<file path="src/rtl/number_catcher_pkg.sv">
// Shared types and constants for the number_catcher game controller:
// FSM state encoding, speed-ladder codes and the top speed level.
package number_catcher_pkg;

    typedef enum logic [2:0] {
        IDLE     = 3'd0,
        RUN      = 3'd1,
        JUDGE    = 3'd2,
        COOLDOWN = 3'd3,
        OVER     = 3'd4
    } state_t;

    localparam logic [2:0] SPEED_L0  = 3'd2;
    localparam logic [2:0] SPEED_L1  = 3'd1;
    localparam logic [2:0] SPEED_L2  = 3'd4;
    localparam logic [1:0] MAX_LEVEL = 2'd2;

endpackage

</file>
<file path="src/rtl/number_catcher_catch_input.sv">
// Button front end: 2-flop synchronizer, optional debounce and falling-edge
// press detect. Debounce is built only with NUMBER_CATCHER_DEBOUNCE_EN defined.
module catch_input #(
    parameter int DEBOUNCE_CYCLES = 250000
) (
    input  logic CLOCK_50,
    input  logic reset,
    input  logic catch_n,
    output logic press,
    output logic released
);

    logic sync_p0;
    logic sync_p1;
    logic level;
    logic level_q;

    always_ff @(posedge CLOCK_50) begin
        if (reset) begin
            sync_p0 <= 1'b1;
            sync_p1 <= 1'b1;
        end else begin
            sync_p0 <= catch_n;
            sync_p1 <= sync_p0;
        end
    end

`ifdef NUMBER_CATCHER_DEBOUNCE_EN
    localparam int CNT_W = $clog2(DEBOUNCE_CYCLES + 1);

    logic [CNT_W-1:0] db_cnt;
    logic             db_level;

    // The debounced level follows the synchronized one only after it has
    // disagreed for DEBOUNCE_CYCLES cycles in a row.
    always_ff @(posedge CLOCK_50) begin
        if (reset) begin
            db_cnt   <= '0;
            db_level <= 1'b1;
        end else if (sync_p1 == db_level) begin
            db_cnt <= '0;
        end else if (db_cnt == CNT_W'(DEBOUNCE_CYCLES - 1)) begin
            db_cnt   <= '0;
            db_level <= sync_p1;
        end else begin
            db_cnt <= db_cnt + 1'b1;
        end
    end

    assign level = db_level;
`else
    logic unused_debounce_cfg;
    assign unused_debounce_cfg = ^32'(DEBOUNCE_CYCLES);
    assign level = sync_p1;
`endif

    always_ff @(posedge CLOCK_50) begin
        if (reset) begin
            level_q <= 1'b1;
        end else begin
            level_q <= level;
        end
    end

    assign press    = level_q & ~level;
    assign released = level;

endmodule

</file>
<file path="src/rtl/number_catcher.sv">
// Catch-the-number game controller: judges caught counter values against a
// clamped target, scores rounds and drives the counter speed select.
module number_catcher
    import number_catcher_pkg::*;
#(
    parameter int NUM_W           = 7,
    parameter int MAX_NUM         = 100,
    parameter int TOL             = 2,
    parameter int ROUNDS          = 8,
    parameter int DEBOUNCE_CYCLES = 250000
) (
    input  logic             CLOCK_50,
    input  logic             reset,
    input  logic             catch_n,
    input  logic [NUM_W-1:0] target,
    input  logic [NUM_W-1:0] current_number,
    output logic [2:0]       clk_speed,
    output logic [NUM_W-1:0] captured,
    output logic [3:0]       score,
    output logic [3:0]       round,
    output logic             hit,
    output logic             miss,
    output logic             game_over
);

    localparam logic [3:0] ROUNDS_4 = 4'(ROUNDS);

    function automatic logic [NUM_W-1:0] clamp_target(input logic [NUM_W-1:0] t);
        return (t > NUM_W'(MAX_NUM)) ? NUM_W'(MAX_NUM) : t;
    endfunction

    function automatic logic [NUM_W-1:0] abs_dist(input logic [NUM_W-1:0] a,
                                                  input logic [NUM_W-1:0] b);
        return (a >= b) ? (a - b) : (b - a);
    endfunction

    function automatic logic [1:0] level_up(input logic [1:0] lv);
        return (lv >= MAX_LEVEL) ? MAX_LEVEL : lv + 2'd1;
    endfunction

    function automatic logic [2:0] speed_of(input logic [1:0] lv);
        case (lv)
            2'd0:    return SPEED_L0;
            2'd1:    return SPEED_L1;
            default: return SPEED_L2;
        endcase
    endfunction

    logic             press;
    logic             released;
    state_t           state;
    logic [NUM_W-1:0] tgt_q;
    logic [1:0]       level;
    logic             is_hit;
    logic [3:0]       round_nx;

    catch_input #(
        .DEBOUNCE_CYCLES(DEBOUNCE_CYCLES)
    ) u_catch_input (
        .CLOCK_50(CLOCK_50),
        .reset   (reset),
        .catch_n (catch_n),
        .press   (press),
        .released(released)
    );

    always_comb begin
        is_hit   = abs_dist(captured, tgt_q) <= NUM_W'(TOL);
        round_nx = (round < ROUNDS_4) ? round + 4'd1 : round;
    end

    always_ff @(posedge CLOCK_50) begin
        if (reset) begin
            state     <= IDLE;
            level     <= 2'd0;
            clk_speed <= SPEED_L0;
            captured  <= '0;
            tgt_q     <= '0;
            score     <= 4'd0;
            round     <= 4'd0;
            hit       <= 1'b0;
            miss      <= 1'b0;
            game_over <= 1'b0;
        end else begin
            hit  <= 1'b0;
            miss <= 1'b0;
            case (state)
                IDLE, OVER: begin
                    if (press) begin
                        score     <= 4'd0;
                        round     <= 4'd0;
                        level     <= 2'd0;
                        clk_speed <= SPEED_L0;
                        game_over <= 1'b0;
                        state     <= RUN;
                    end
                end
                RUN: begin
                    if (press) begin
                        captured <= current_number;
                        tgt_q    <= clamp_target(target);
                        state    <= JUDGE;
                    end
                end
                JUDGE: begin
                    round <= round_nx;
                    if (is_hit) begin
                        hit       <= 1'b1;
                        score     <= (score < ROUNDS_4) ? score + 4'd1 : score;
                        level     <= level_up(level);
                        clk_speed <= speed_of(level_up(level));
                    end else begin
                        miss <= 1'b1;
                    end
                    if (round_nx == ROUNDS_4) begin
                        game_over <= 1'b1;
                        state     <= OVER;
                    end else begin
                        state <= COOLDOWN;
                    end
                end
                COOLDOWN: begin
                    if (released) begin
                        state <= RUN;
                    end
                end
                default: state <= IDLE;
            endcase
        end
    end

endmodule

</file>
<file path="config.mk">
export PLATFORM = sky130hd
export DESIGN_NAME = number_catcher
export DESIGN_NICKNAME = d
export VERILOG_FILES = /design/src/rtl/number_catcher_pkg.sv /design/src/rtl/number_catcher_catch_input.sv /design/src/rtl/number_catcher.sv
export SDC_FILE = /design/constraint.sdc
export NUM_CORES = 1
export LEC_CHECK = 0
export ABC_AREA = 1
export CAP_MARGIN = 40
export CORE_MARGIN = 2
export CORE_UTILIZATION = 40
export DETAILED_ROUTE_END_ITERATION = 10
export SLEW_MARGIN = 20
export SYNTH_ARGS = -nofsm -noshare
export SYNTH_HDL_FRONTEND = slang
export SYNTH_SLANG_ARGS = --single-unit
</file>
<file path="constraint.sdc">
create_clock -name CLOCK_50 -period 2.4 [get_ports CLOCK_50]
set_input_delay 0.6 -clock CLOCK_50 [delete_from_list [all_inputs] [get_ports CLOCK_50]]
set_output_delay 0.6 -clock CLOCK_50 [all_outputs]
set_load 0.01 [all_outputs]
</file>
==> key figures <==
CTS
  • Clock transition at the registers of the reported paths: 0.07 ns
  • Insertion delay to the later sink of the worst-skew pair: 0.29 ns
  • Number of buffers inserted to repair setup after CTS: 0
  • Maximum clock path buffer count: 2
  • Master cell of the clock root buffer: sky130_fd_sc_hd__clkbuf_8
  • Total clock sinks: 34
  • Number of clock buffers inserted by TritonCTS: 5
  • Clock tree from TritonCTS: yes
  • Hold bufs inserted after CTS: 0
  • Number of levels the H-tree was split into: 2

Worst setup path
  • Max Fanout on Critical Path: 9
  • Data arrival, critical path: 2.34 ns
  • Worst Setup End Kind: flop
  • Crit path required time: 2.59 ns
  • Type of the setup path with the least slack: flop to flop
  • Critical path startpoint category: flop

Hold path
  • Path class of the lowest-slack min-delay path: flop to flop

GRT
  • First-pass GRT wire length: 8.22 mm
  • Congestion Overflow GR: 0
  • Largest net degree at the start of global routing: 22
  • Antenna violations before repair: 0
  • Vias in the first global route: 1822
  • Total GRT Usage: 17.0%

STA
  • Min Tclk post-route: 2.15 ns
  • Slew of the pin with the lowest slew margin: 0.595 ns
  • Final number of setup-violating endpoints: 0
  • Final critical-path share of the clock period: 89.6%
  • Achievable frequency: 465 MHz
  • Unrepaired setup endpoints after global routing: no
  • Tightest slew margin relative to the limit: 60.3%
  • Hold violation count in the final report: 0
  • Sum Neg Setup Slack: 0 ns
  • Setup Skew: 0.0110 ns
  • Final max-slew violation count: 0

Final layout
  • Post-layout instance area: 2690 sq um
  • Area added between synthesis and finish: 23.7%
  • Fraction of layout instances using a drive strength above 1: 8.66%
  • Final nets: 391
  • Antenna cells: 0

Yosys
  • Register area share after synthesis: 31.3%
  • Syn_nets: 353
  • Warning count from the yosys run: 0
  • Distinct cell type count after synthesis: 32
  • Number of synthesized register bits: 34
  • Synthesized instance count: 319
  • Synthesized area per cell: 6.81 sq um
  • Cell area after synthesis: 2170 sq um

Drt
  • Routed vias: 2042
  • Drt initial violations: 151
  • Total Wirelength: 4.86 mm
  • Per-cell routed wire length: 11.4 um
  • Mean number of vias per cell: 4.77
  • First-pass DRT Iterations: 4
  • ANT nets after route: 0
  • Post-detailed-route DRC marker count: 0

Status
  • Outcome: finished, final reports clean

Die
  • Floorplan die width: 77.7 um
  • Die outline height: 77.7 um
  • Floorplan row count: 26
  • Core region area: 5170 sq um
  • Overall die area: 6040 sq um
  • Number of top-level pins: 38
  • Effective utilization at floorplan: 42.0%

Placed design
  • Instance area after placement: 2590 sq um
  • Buffers added on ports: 37
  • Placer congestion estimate: 0.933
  • Placed wire-length estimate: 3.85 mm

Pwr
  • Power Density: 601 nW/um^2
  • Maximum vdd ir drop: 0.254 mV
  • LEAKAGE: 0.00118 uW

Flow run
  • MaxCap Viol Count: 0
## flip-flops by register name, indices dropped and copies added (netlist names)
name                    flops
miss                        1
clk_speed                   2
u_catch_input.sync_p0       1
round                       4
u_catch_input.level_q       1
state                       3
u_catch_input.released      1
level                       1
captured                    7
game_over                   1
score                       4
tgt_q                       7
hit                         1
## synth_stat cells
library cell	count	share of area [%]
sky130_fd_sc_hd__a211oi_1	1	0.35
sky130_fd_sc_hd__a211oi_2	1	0.58
sky130_fd_sc_hd__a21oi_1	30	6.9
sky130_fd_sc_hd__a21oi_2	2	0.81
sky130_fd_sc_hd__a31oi_1	1	0.29
sky130_fd_sc_hd__a32o_1	2	0.92
sky130_fd_sc_hd__buf_2	1	0.23
sky130_fd_sc_hd__buf_4	2	0.69
sky130_fd_sc_hd__buf_6	2	1.0
sky130_fd_sc_hd__clkbuf_1	2	0.35
sky130_fd_sc_hd__dfxtp_1	34	31
sky130_fd_sc_hd__fa_1	2	1.8
sky130_fd_sc_hd__ha_1	15	8.6
sky130_fd_sc_hd__inv_1	49	8.5
sky130_fd_sc_hd__inv_2	3	0.52
sky130_fd_sc_hd__nand2_1	76	13
sky130_fd_sc_hd__nand2_2	5	1.4
sky130_fd_sc_hd__nand3_1	24	5.5
sky130_fd_sc_hd__nand3_2	1	0.46
sky130_fd_sc_hd__nand3_4	1	0.81
sky130_fd_sc_hd__nand4_1	4	1.2
sky130_fd_sc_hd__nor2_1	29	5.0
sky130_fd_sc_hd__nor2_2	1	0.29
sky130_fd_sc_hd__nor2_4	1	0.52
sky130_fd_sc_hd__nor3_1	3	0.69
sky130_fd_sc_hd__nor3_2	1	0.46
sky130_fd_sc_hd__nor3_4	1	0.75
sky130_fd_sc_hd__o21ai_0	17	3.9
sky130_fd_sc_hd__o311ai_0	1	0.40
sky130_fd_sc_hd__or2_2	3	0.86
sky130_fd_sc_hd__xnor2_1	2	0.81
sky130_fd_sc_hd__xor2_1	2	0.81
## worst max-delay path, cell delays in order, from the launching register on
cell and delay (ns):
sky130_fd_sc_hd__dfxtp_1 0.33, sky130_fd_sc_hd__inv_1 0.06, sky130_fd_sc_hd__ha_1 0.18, sky130_fd_sc_hd__inv_1 0.06, sky130_fd_sc_hd__fa_2 0.37, sky130_fd_sc_hd__nand2_1 0.10, sky130_fd_sc_hd__nand2_1 0.08, sky130_fd_sc_hd__nand3_1 0.11
sky130_fd_sc_hd__nand2_1 0.06, sky130_fd_sc_hd__nand2_1 0.05, sky130_fd_sc_hd__nand2_1 0.08, sky130_fd_sc_hd__nor2_1 0.13, sky130_fd_sc_hd__nand2_2 0.10, sky130_fd_sc_hd__nand3_4 0.13, sky130_fd_sc_hd__nand3_1 0.09, sky130_fd_sc_hd__nand2_1 0.08
sky130_fd_sc_hd__nor2_1 0.05
## path summary, 6_finish.rpt
kind                              start                      to  slack (ns)  cells past startpoint
setup / recovery               tgt_q[0]                score[2]        0.25                     16
hold / removal    u_catch_input.sync_p0  u_catch_input.released        0.42                      1
setup reg to reg               tgt_q[0]                score[2]        0.25                     16
hold reg to reg   u_catch_input.sync_p0  u_catch_input.released        0.42                      1
## metal layers
metal | up-vias | part of all wire [%] | GRT usage [%]
met4 | 0 | 1.4 | 5.89
li1 | 1095 | - | -
met2 | 50 | 41 | 25.0
met1 | 890 | 53 | 24.4
met5 | - | 0 | 0
met3 | 7 | 4.8 | 3.72
## where the power goes
part,switching [uW],internal (uW),total [uW],leakage (uW)
combinational,328,214,542,0.000860
sequential,28.9,596,625,0.000276
clock,216,231,447,0.0000472
## placed cells by master (no fill, tap or decap), types with 2 or more instances in the layout
master,instances
sky130_fd_sc_hd__nand2_1,76
sky130_fd_sc_hd__inv_1,49
sky130_fd_sc_hd__clkdlybuf4s50_1,37
sky130_fd_sc_hd__dfxtp_1,33
sky130_fd_sc_hd__a21oi_1,30
sky130_fd_sc_hd__nor2_1,29
sky130_fd_sc_hd__nand3_1,24
sky130_fd_sc_hd__o21ai_0,17
sky130_fd_sc_hd__ha_1,15
sky130_fd_sc_hd__clkbuf_8,6
sky130_fd_sc_hd__nand2_2,5
sky130_fd_sc_hd__nand4_1,4
sky130_fd_sc_hd__nor3_1,3
sky130_fd_sc_hd__inv_2,3
sky130_fd_sc_hd__or2_2,3
sky130_fd_sc_hd__xor2_1,2
sky130_fd_sc_hd__xnor2_1,2
sky130_fd_sc_hd__a32o_1,2
sky130_fd_sc_hd__a21oi_2,2
## layout make-up
type | instances | area (sq um)
Clock buffer | 6 | 82.6
Fill cell | 521 | 2490
Timing Repair Buffer | 38 | 378
Sequential cell | 34 | 682
Inverter | 52 | 195
Tap cell | 70 | 87.6
Clock inverter | 2 | 12.5
Multi-Input combinational cell | 226 | 1250
## timing repair
item / 4_1_cts / 5_1_grt
gates resized for setup: 0 / 2
setup endpoints to repair: 0 / 3
endpoints found under the hold margin: 0 / 0
## cell families (layout without fill, tap and decap cells)
family	Yosys count	count (layout)	synth area share (%)
compound gates	55	55	14.2
xor+xnor	4	4	1.61
flops	34	34	31.3
buf+inv	59	98	11.3
fa+ha+maj	17	17	10.5
simple gates	150	150	31.1
## metrics by stage
step                utilization (%)  total power [uW]  worst slack, ns  hold slack [ns]  cells
floorplan                         -              1030            0.447            0.389    319
global placement               50.0              1180            0.233            0.395    420
detailed placement             50.0              1180            0.234            0.393    420
CTS                            51.9              1630            0.223            0.422    428
global route                   51.9              1740           0.0447            0.427    428
finish                         51.9              1610            0.251            0.420    428
Note: power is estimated with default switching activity, not from simulation.
